## config.mk

```make
export PLATFORM = sky130hd
export DESIGN_NAME = voice_allocator
export DESIGN_NICKNAME = d
export VERILOG_FILES = /design/src/rtl/voice_allocator.sv
export SDC_FILE = /design/constraint.sdc
export NUM_CORES = 1
export LEC_CHECK = 0
export ABC_AREA = 0
export BUFFER_PORTS_ARGS = -buffer_cell sky130_fd_sc_hd__buf_2
export CORE_ASPECT_RATIO = 1.2
export CORE_UTILIZATION = 28
export CTS_BUF_LIST = sky130_fd_sc_hd__clkbuf_2 sky130_fd_sc_hd__clkbuf_4 sky130_fd_sc_hd__clkbuf_8
export DETAILED_ROUTE_END_ITERATION = 8
export GPL_ROUTABILITY_DRIVEN = 0
export GPL_TIMING_DRIVEN = 0
export RECOVER_POWER = 100
export SYNTH_ARGS = -nofsm -noshare
export SYNTH_HDL_FRONTEND = slang
export SYNTH_SLANG_ARGS = --single-unit
```

## constraint.sdc

```tcl
create_clock -name Clock -period 8.9 [get_ports Clock]
set_input_delay 1.335 -clock Clock [delete_from_list [all_inputs] [get_ports Clock]]
set_output_delay 1.335 -clock Clock [all_outputs]
set_load 0.005 [all_outputs]
```

## src/rtl/voice_allocator.sv

```systemverilog
// Note-event to voice-register-bus write sequencer: tracks sounding voices,
// picks a target voice (free, retrigger or round-robin steal) and strobes the writes.
module voice_allocator #(
  parameter int VOICES = 4
) (
  input  logic              Clock,
  input  logic              Reset,
  input  logic              NoteValid,
  output logic              NoteReady,
  input  logic              NoteOn,
  input  logic [7:0]        NoteKey,
  input  logic [7:0]        NoteIncr,
  input  logic [7:0]        NoteWave,
  input  logic [7:0]        NotePulse,
  input  logic [7:0]        NoteSustain,
  output logic [15:0]       BusAddress,
  output logic [7:0]        BusWriteData,
  output logic              BusReadWrite,
  output logic              BusClock,
  output logic [VOICES-1:0] VoiceActive,
  output logic              Stolen
);

  localparam int PW = (VOICES > 1) ? $clog2(VOICES) : 1;
  localparam logic [PW-1:0] LAST_PTR = PW'(VOICES - 1);

  typedef enum logic [1:0] {IDLE, DECIDE, STROBE_HI, STROBE_LO} state_t;

  state_t        state;
  logic          cap_on;
  logic [7:0]    cap_key, cap_incr, cap_wave, cap_pulse, cap_sustain;
  logic [7:0]    keys [VOICES];
  logic [PW-1:0] steal_ptr;
  logic [3:0]    voice;
  logic [2:0]    entry, last_entry;

  logic          match_hit, free_hit;
  logic [3:0]    match_idx, free_idx;
  logic [3:0]    tgt;
  logic [2:0]    tgt_first;
  logic          tgt_writes, tgt_steal, tgt_advance;
  logic [3:0]    next_voice;
  logic [2:0]    next_idx;
  logic [3:0]    next_offset;
  logic [15:0]   next_addr;
  logic [7:0]    next_data;

  assign NoteReady = (state == IDLE) && !Reset;

  // Descending scan so the lowest-index match / free voice is the one kept.
  always_comb begin
    match_hit = 1'b0;
    match_idx = '0;
    free_hit  = 1'b0;
    free_idx  = '0;
    for (int v = VOICES - 1; v >= 0; v--) begin
      if (VoiceActive[v] && keys[v] == cap_key) begin
        match_hit = 1'b1;
        match_idx = 4'(v);
      end
      if (!VoiceActive[v]) begin
        free_hit = 1'b1;
        free_idx = 4'(v);
      end
    end
  end

  // Write list is a window into the fixed sequence Gate=0, Incr, Wave, Pulse, Sustain, Gate=1.
  always_comb begin
    tgt         = '0;
    tgt_first   = 3'd1;
    tgt_writes  = 1'b1;
    tgt_steal   = 1'b0;
    tgt_advance = 1'b0;
    if (cap_on) begin
      if (match_hit) begin
        tgt       = match_idx;
        tgt_first = 3'd0;
        tgt_steal = 1'b1;
      end else if (free_hit) begin
        tgt = free_idx;
      end else begin
        tgt         = 4'(steal_ptr);
        tgt_first   = 3'd0;
        tgt_steal   = 1'b1;
        tgt_advance = 1'b1;
      end
    end else begin
      tgt        = match_idx;
      tgt_first  = 3'd0;
      tgt_writes = match_hit;
    end
  end

  always_comb begin
    next_voice  = (state == DECIDE) ? tgt : voice;
    next_idx    = (state == DECIDE) ? tgt_first : entry + 3'd1;
    next_offset = (next_idx == 3'd5) ? 4'd0 : {1'b0, next_idx};
    next_addr   = {8'h00, next_voice + 4'd1, next_offset};
    case (next_idx)
      3'd1:    next_data = cap_incr;
      3'd2:    next_data = cap_wave;
      3'd3:    next_data = cap_pulse;
      3'd4:    next_data = cap_sustain;
      3'd5:    next_data = 8'h01;
      default: next_data = 8'h00;
    endcase
  end

  always_ff @(posedge Clock or posedge Reset) begin
    if (Reset) begin
      state        <= IDLE;
      cap_on       <= 1'b0;
      cap_key      <= '0;
      cap_incr     <= '0;
      cap_wave     <= '0;
      cap_pulse    <= '0;
      cap_sustain  <= '0;
      for (int v = 0; v < VOICES; v++) keys[v] <= '0;
      steal_ptr    <= '0;
      voice        <= '0;
      entry        <= '0;
      last_entry   <= '0;
      BusAddress   <= '0;
      BusWriteData <= '0;
      BusReadWrite <= 1'b0;
      BusClock     <= 1'b0;
      VoiceActive  <= '0;
      Stolen       <= 1'b0;
    end else begin
      Stolen <= 1'b0;
      case (state)
        IDLE: begin
          if (NoteValid) begin
            cap_on      <= NoteOn;
            cap_key     <= NoteKey;
            cap_incr    <= NoteIncr;
            cap_wave    <= NoteWave;
            cap_pulse   <= NotePulse;
            cap_sustain <= NoteSustain;
            state       <= DECIDE;
          end
        end
        DECIDE: begin
          for (int v = 0; v < VOICES; v++) begin
            if (tgt_writes && tgt == 4'(v)) begin
              VoiceActive[v] <= cap_on;
              if (cap_on) keys[v] <= cap_key;
            end
          end
          if (tgt_advance) steal_ptr <= (steal_ptr == LAST_PTR) ? '0 : steal_ptr + 1'b1;
          Stolen     <= tgt_steal;
          voice      <= tgt;
          entry      <= tgt_first;
          last_entry <= cap_on ? 3'd5 : 3'd0;
          if (tgt_writes) begin
            BusAddress   <= next_addr;
            BusWriteData <= next_data;
            BusReadWrite <= 1'b1;
            BusClock     <= 1'b1;
            state        <= STROBE_HI;
          end else begin
            state <= IDLE;
          end
        end
        STROBE_HI: begin
          BusClock <= 1'b0;
          state    <= STROBE_LO;
        end
        STROBE_LO: begin
          if (entry == last_entry) begin
            BusReadWrite <= 1'b0;
            BusAddress   <= '0;
            BusWriteData <= '0;
            state        <= IDLE;
          end else begin
            entry        <= entry + 3'd1;
            BusAddress   <= next_addr;
            BusWriteData <= next_data;
            BusClock     <= 1'b1;
            state        <= STROBE_HI;
          end
        end
        default: state <= IDLE;
      endcase
    end
  end

endmodule

```

; Word level (Yosys, flattened, before mapping)
; Index checks and enable logic that the tools add are counted.
[classes]
n_reduce_logical = 28
muxes = 52
eq_ne = 21
n_div = 0
n_addsub = 3
bitwise_logic = 0
shifts = 0
multipliers = 0
magnitude_cmp = 0
[ops]
columns = cell, n
row1 = $mux 4, 10
row2 = $pmux 8 s5, 1
row3 = $eq 8x8->1, 4
row4 = $pmux 16 s2, 1
row5 = $mux 8, 3
row6 = $mux 1, 20
row7 = $reduce_and 3->1, 6
row8 = $mux 16, 1
row9 = $pmux 8 s2, 1
row10 = $reduce_and 2->1, 8
row11 = $mux 3, 5
row12 = $mux 2, 6
row13 = $logic_and 1x1->1, 9
row14 = $eq 4x2->1 const B, 2
row15 = $ne 2x2->1 const B, 4
row16 = $pmux 2 s4, 1
row17 = $eq 2x2->1 const B, 3
row18 = $eq 3x2->1 const B, 2
row19 = $eq 3x3->1 const B, 2
row20 = $pmux 3 s2, 1
row21 = $add 4x1->4 const B, 1
row22 = $eq 4x1->1 const B, 1
row23 = $logic_not 4->1, 1
row24 = $add 3x1->3 const B, 1
row25 = other kinds (10), 10
[word_totals]
romBits = 0
word_cells = 128
n_memories = 0
latch_bits = 0
ramBits = 0
register_bits = 118

; Longest topological paths before layout
; Gate-level depths: netlist (run 1).
[logic_depth]
word_depth = 13
depth_mapped = 11
depth_no_buf = 9

; Worst setup path before layout (run 1)
; Ideal clock, no wire load.
[synth_timing]
path_kind = input port to output port
startpoint = input Reset
endpoint = output NoteReady
t_arrival_ns = 1.450
t_required_ns = 7.565
stages = 1
n_path_buf = 0
slack_ns = 6.115
cell_sequence = nor2b_1
[synth_between]
elab_chain_len = 2
[synth_rtl]
columns = item, line
row1 = from (decl), 7  ; input logic Reset,
row2 = $logic_not 1->1 (no line), --
row3 = $logic_and 1x1->1, 48  ; assign NoteReady = (state == IDLE) && !Reset;
row4 = to (decl), 9  ; output logic NoteReady,
; Every way passes these cells.

; Worst setup path in the final report (run 1)
[layout_timing]
startpoint = register cap_key[3]
endpoint = register keys[7] (netlist name)
[layout_between]
elab_chain_len = 11
elab_cells_between_ends = 22
[layout_rtl]
columns = item, line
row1 = from (decl), 31  ; logic [7:0] cap_key, cap_incr, cap_wave, cap_pulse, cap_sustain;
row2 = from (signal assigned), 136  ; cap_key <= NoteKey;
row3 = $eq 8x8->1, 57  ; if (VoiceActive[v] && keys[v] == cap_key) begin
row4 = $logic_and 1x1->1, 57
row5 = $mux 2 / $mux 1 (equally long branches), 57
row6 = $mux 4 / $mux 1 (equally long branches) (3 in series), 57
row7 = $mux 4, 76  ; if (match_hit) begin
row8 = $mux 4, 75  ; if (cap_on) begin
row9 = $eq 4x2->1, 146  ; if (tgt_writes && tgt == 4'(v)) begin
row10 = $logic_and 1x1->1 (*), 146
row11 = $reduce_and 3->1 (no line) (*), --
row12 = "to (signal, indexed assignment)", 148  ; if (cap_on) keys[v] <= cap_key;
row13 = to (decl), 32  ; logic [7:0] keys [VOICES];
; Every way passes the cells marked *; elsewhere a longest branch is shown, timed or not.
; A chain may end at the register's enable or synchronous reset.

==> flow_metrics.env, run 1 <==
export IMPL_min_path_type="flip-flop to flip-flop"
export IMPL_htreeDepth=3
export IMPL_die_h_um=151
export IMPL_slowest_delay_ns=1.19
export IMPL_synthDominantCellAreaShare_pct=52.0
export IMPL_cts_sinks=107
export IMPL_dp_hpwl_mm=8.44
export IMPL_vias=3519
export IMPL_worst_pin_slew_ns=1.77
export IMPL_p_per_area_nw_per_um2=338
export IMPL_clk_latency_ns=0.39
export IMPL_grt_pass1_vias=3635
export IMPL_crit_chain="clkbuf_1 > xor2_1 > nor4_1 > nand4_1 > a311oi_1 > clkinv_1 > nor3_1 > mux2_2"
export IMPL_setup_tns_ns=0
export IMPL_synthDistinctLibCells=47
export IMPL_yosys_warnings=0
export IMPL_end_kind="flip-flop"
export IMPL_yosysTopAreaCell="dfrtp_1"
export IMPL_viasPerCell=4.77
export IMPL_drtIter0Drc=173
export IMPL_post_cts_buffers=0
export IMPL_nets=565
export IMPL_multi_input_area_um2=2240
export IMPL_vdd_drop_max_v=0.000104
export IMPL_drv_cap=2
export IMPL_io_pins=76
export IMPL_antenna_cells=0
export IMPL_dieArea_um2=18900
export IMPL_synth_compound_area_share_pct=9.48
export IMPL_grt_max_degree=71
export IMPL_antenna_found_initial=0
export IMPL_layout_drive_gt1_share_pct=30.0
export IMPL_final_common_cell="dfrtp_1"
export IMPL_fp_row_count=53
export IMPL_critPathKind="flip-flop to flip-flop"
export IMPL_ctsLongestPathBuffers=2
export IMPL_synth_top_family_by_area="multiplexers"
export IMPL_core_um2=17800
export IMPL_dr_pass1_iters=4
export IMPL_finalHoldViolCount=0
export IMPL_fin_crit_sh_pct=48.7
export IMPL_pre_cts_slack_ns=5.85
export IMPL_status="complete, but fails checks"
export IMPL_worst_endpoint_arrival_ns=4.61
export IMPL_fillers=1844
export IMPL_startpoint_type="flip-flop"
export IMPL_synth_fa_ha_area_share_pct=1.94
export IMPL_synth_area_per_cell_um2=12.1
export IMPL_synth_flop_cell="dfrtp_1"
export IMPL_die_w_um=126
export IMPL_drv_slew=38
export IMPL_rsz0062_at_grt="no"
export IMPL_cts_root_buf="clkbuf_8"
export IMPL_synth_area_leaders="dfrtp_1 (52%), mux2_2 (16%), xnor2_1 (3.2%), xor2_1 (2.9%), nand2_1 (2.3%)"
export IMPL_syn_to_final_growth_pct=15.1
export IMPL_clock_fmax_mhz=231
export IMPL_cp_slowest_cell="nor3_1"
export IMPL_skew_ns=0.0125
export IMPL_syn_inst=427
export IMPL_clk_pin_slew_ns=0.10
export IMPL_grt_use_total_pct=12.8
export IMPL_cts_resized=0
export IMPL_power_leakage_nw=2.71
export IMPL_synth_edff_count=0
export IMPL_ant_nets=0
export IMPL_setup_viol=0
export IMPL_seq_area_frac_synth_pct=52.0
export IMPL_tritoncts="done"
export IMPL_final_cell_mix="dfrtp_1 (107), mux2_2 (74), buf_2 (53), clkbuf_1 (34), nand2_1 (32)"
export IMPL_grt_overflow=0
export IMPL_synth_simple_gate_area_share_pct=9.96
export IMPL_synth_xor_area_share_pct=6.12
export IMPL_seqCellArea_um2=2680
export IMPL_muxShareOfSynthArea_pct=16.4
export IMPL_portBuffers=66
export IMPL_required_ns=9.18
export IMPL_grt_pass1_wl_mm=18.9
export IMPL_max_slew_margin_pct=-18.8
export IMPL_synthArstFlopShare_pct=100
export IMPL_timing_final_ws_setup_ns=4.57
export IMPL_initial_utilization_pct=29.0
export IMPL_cts_hold_buf=0
export IMPL_wl_per_cell_um=15.5
export IMPL_period_needed_ns=4.33
export IMPL_drc_errors=0
export IMPL_synthesis_area_um2=5150
export IMPL_routed_wl_mm=11.4
export IMPL_violations="capacitance limit, slew limit"
export IMPL_ys_seq_elements=107
export IMPL_critPathMaxFanout=9
export IMPL_cts_buffers=9
## final timing paths
check,start,endpoint,slack [ns],cells after the start
max in group asynchronous,Reset,keys[18],6.56,3
max reg2reg,cap_key[3],keys[7],4.57,8
min reg2reg,BusAddress[7],BusAddress[7],0.48,2
min,BusAddress[7],BusAddress[7],0.48,2
max,cap_key[3],keys[7],4.57,8
min in group asynchronous,Reset,state[0],1.37,2
## cells by family (layout without fill, tap and decap cells)
| kind of cell | Yosys count | count (layout) |
|---|---|---|
| buffers and inverters | 41 | 123 |
| XOR/XNOR | 36 | 36 |
| AND/OR/NAND/NOR | 95 | 95 |
| adder cells (fa/ha/maj) | 8 | 8 |
| AO/OA/AOI/OAI | 64 | 64 |
| multiplexers | 75 | 75 |
| other | 1 | 9 |
| flip-flops | 107 | 107 |
## layer usage
| metal | global-route usage [%] | routed length, um | vias to the layer above |
|---|---|---|---|
| met2 | 21.2 | 5580 | 72 |
| met4 | 5.42 | 133 | 0 |
| li1 | - | - | 1671 |
| met3 | 2.27 | 465 | 12 |
| met5 | 0 | 0 | - |
| met1 | 16.4 | 5230 | 1764 |
## cells in the mapped netlist (all sizes together) (2+ instances only)
cell type    n
ha           8
buf         24
nand2       32
clkbuf       7
nor3b        2
o22ai        3
xnor2       19
a21o         9
a22o        11
or3          3
mux2        75
nor3        13
a21oi        7
o31ai        4
a222oi       6
o21ai       12
nor2         9
o41ai        2
and2         2
nor2b        9
xor2        17
nor4         3
nand3        6
o21bai       2
nand2b       6
inv         10
nand4        7
dfrtp      107
## where the power goes
group,switching [mW],total [mW],internal [mW]
sequential,0.126,0.812,0.686
clock,0.174,0.307,0.132
combinational,0.462,0.884,0.422
## critical path, delay by kind of cell (launching register included)
kind / cells / cell delay (ns)
flops: 1 / 0.34
xor+xnor: 1 / 0.12
mux: 1 / 0.44
buf+inv: 2 / 0.69
simple gates: 3 / 1.83
compound gates: 1 / 0.81
## per-stage QoR
| stage | total power, mW | instance area [um2] | instances | utilization, % | hold slack [ns] |
|---|---|---|---|---|---|
| global route | 2.16 | 5930 | 737 | 33.3 | 0.512 |
| detailed placement | 1.74 | 5810 | 722 | 32.7 | 0.460 |
| floorplan | 1.49 | 5180 | 435 | - | 0.467 |
| CTS | 2.05 | 6010 | 737 | 33.8 | 0.483 |
| global placement | 1.70 | 5780 | 721 | 32.5 | 0.466 |
| finish | 2.00 | 5930 | 737 | 33.3 | 0.479 |
## state kept, by name (all words and copies together) (netlist names), 2 cells and up
signal        flops
BusAddress        7
cap_sustain       8
cap_incr          8
cap_key           8
cap_wave          8
entry             3
steal_ptr         2
keys             32
VoiceActive       4
state             2
BusWriteData      8
voice             4
cap_pulse         8
## cell type report
cell class              instances  share of cell area [%]
flip-flops and latches        107                    45.2
multi-input cells             287                    37.8
repair buffers                 67                    5.62
well taps                     220                    4.65
plain buffers                  31                    2.70
clock buffers                   9                    2.09
clock inverters                 6                    1.27
inverters                      10                   0.655
Power figures use the tool's default switching activity.
==> run 2, diff against run 1 <==
- clock period: 8.9 -> 3.6 ns (I/O delays scaled with it)
==> flow_metrics.env, run 2 (synthesized netlist as in run 1, its figures left out) <==
export IMPL_status="complete, but fails checks"
export IMPL_violations="capacitance limit, slew limit"
export IMPL_critPathTopFamily="simple AND/OR/NAND/NOR gates"
export IMPL_cts_sinks=107
export IMPL_core_um2=17800
export IMPL_ctsLongestPathBuffers=2
export IMPL_post_cts_buffers=0
export IMPL_antenna_found_initial=0
export IMPL_grt_pass1_wl_mm=18.9
export IMPL_setup_tns_ns=0
export IMPL_power_leakage_nw=2.72
export IMPL_die_h_um=151
export IMPL_top_register="keys"
export IMPL_critPathMaxFanout=9
export IMPL_fillers=1838
export IMPL_largest_reg_flops=32
export IMPL_setup_viol=0
export IMPL_use_met3_pct=2.27
export IMPL_initial_utilization_pct=29.0
export IMPL_vdd_drop_max_v=0.000258
export IMPL_critPathKind="flip-flop to flip-flop"
export IMPL_met2_usage_pct=21.2
export IMPL_grt_overflow=0
export IMPL_vias=3527
export IMPL_nets=565
export IMPL_clk_latency_ns=0.39
export IMPL_busiest_layer="met2"
export IMPL_routed_wl_mm=11.4
export IMPL_rsz0062_at_grt="no"
export IMPL_antenna_cells=0
export IMPL_max_slew_margin_pct=-15.3
export IMPL_worst_pin_slew_ns=1.73
export IMPL_total_power_mw=4.98
export IMPL_period_needed_ns=3.21
export IMPL_wl_per_cell_um=15.5
export IMPL_layout_drive_gt1_share_pct=31.3
export IMPL_drc_errors=0
export IMPL_tritoncts="done"
export IMPL_dp_hpwl_mm=8.44
export IMPL_drtIter0Drc=178
export IMPL_grt_max_degree=71
export IMPL_cts_root_buf="clkbuf_8"
export IMPL_required_ns=3.88
export IMPL_grt_pass1_vias=3635
export IMPL_syn_to_final_growth_pct=15.4
export IMPL_dieArea_um2=18900
export IMPL_cts_resized=0
export IMPL_drv_slew=110
export IMPL_viasPerCell=4.79
export IMPL_final_cell_mix="dfrtp_1 (107), mux2_2 (75), buf_2 (54), nand2_1 (32), clkbuf_1 (32)"
export IMPL_drv_cap=2
export IMPL_cts_hold_buf=0
export IMPL_portBuffers=66
export IMPL_skew_ns=0.00760
export IMPL_seqCellArea_um2=2680
export IMPL_cp_slowest_cell="nor3_2"
export IMPL_critical_path_buf_inv_count=2
export IMPL_crit_chain="buf_2 > xor2_1 > nor4_1 > nand4_1 > a311oi_4 > inv_2 > nor3_2 > mux2_2"
export IMPL_htreeDepth=3
export IMPL_instances_no_fill=737
export IMPL_fin_crit_sh_pct=89.2
export IMPL_dr_pass1_iters=4
export IMPL_end_kind="flip-flop"
export IMPL_reg2reg_setup_slack_ns=0.39
export IMPL_ant_nets=0
export IMPL_startpoint_type="flip-flop"
export IMPL_clock_fmax_mhz=311
export IMPL_multi_input_area_um2=2270
export IMPL_cts_buffers=9
export IMPL_min_path_type="input port to flip-flop"
export IMPL_grt_use_total_pct=12.8
export IMPL_final_common_cell="dfrtp_1"
export IMPL_worst_endpoint_arrival_ns=3.49
export IMPL_die_w_um=126
export IMPL_slowest_delay_ns=0.66
export IMPL_clk_pin_slew_ns=0.10
export IMPL_fp_row_count=53
export IMPL_use_met1_pct=16.4
export IMPL_io_pins=76
export IMPL_placed_cells_incl_taps=722
export IMPL_p_per_area_nw_per_um2=838
export IMPL_finalHoldViolCount=0
[run 2: final cells by class]
cell class	count	area share, %
plain buffers	31	2.82
clock buffers	9	2.09
clock inverters	6	1.26
inverters	10	0.653
multi-input cells	287	38.2
flip-flops and latches	107	45.1
well taps	220	4.63
repair buffers	67	5.25
[run 2: worst paths after layout]
kind,startpoint,to,depth (start not counted)
setup / recovery,cap_key[3],keys[7],8
hold / removal,NoteWave[7],cap_wave[7],2
setup reg to reg,cap_key[3],keys[7],8
hold reg to reg,BusAddress[7],BusAddress[7],2
max in group asynchronous,Reset,keys[2],3
min in group asynchronous,Reset,BusClock,2
[run 2: per-layer routing]
layer  routed length (um)  up-vias
met5                    0        -
met4                  204        0
met3                  410       13
met2                 5580       76
met1                 5240     1767
li1                     -     1671
[run 2: where the power goes]
part / switching, mW / leakage, nW / internal (mW)
logic: 1.15 / 1.28 / 1.06
registers: 0.313 / 1.34 / 1.70
clock network: 0.430 / 0.0978 / 0.327
total: 1.90 / 2.72 / 3.08
[run 2: per-stage QoR]
stage | area, um2 | setup WS (ns) | util (%) | hold slack (ns)
final | 5940 | 0.387 | 33.4 | 0.374
after global routing | 5940 | 0.146 | 33.4 | 0.356
after CTS | 6010 | 0.555 | 33.8 | 0.194
after detailed placement | 5810 | 0.552 | 32.7 | 0.460
after global placement | 5780 | -0.898 | 32.5 | 0.466
after floorplan | 5180 | 0.243 | - | 0.467
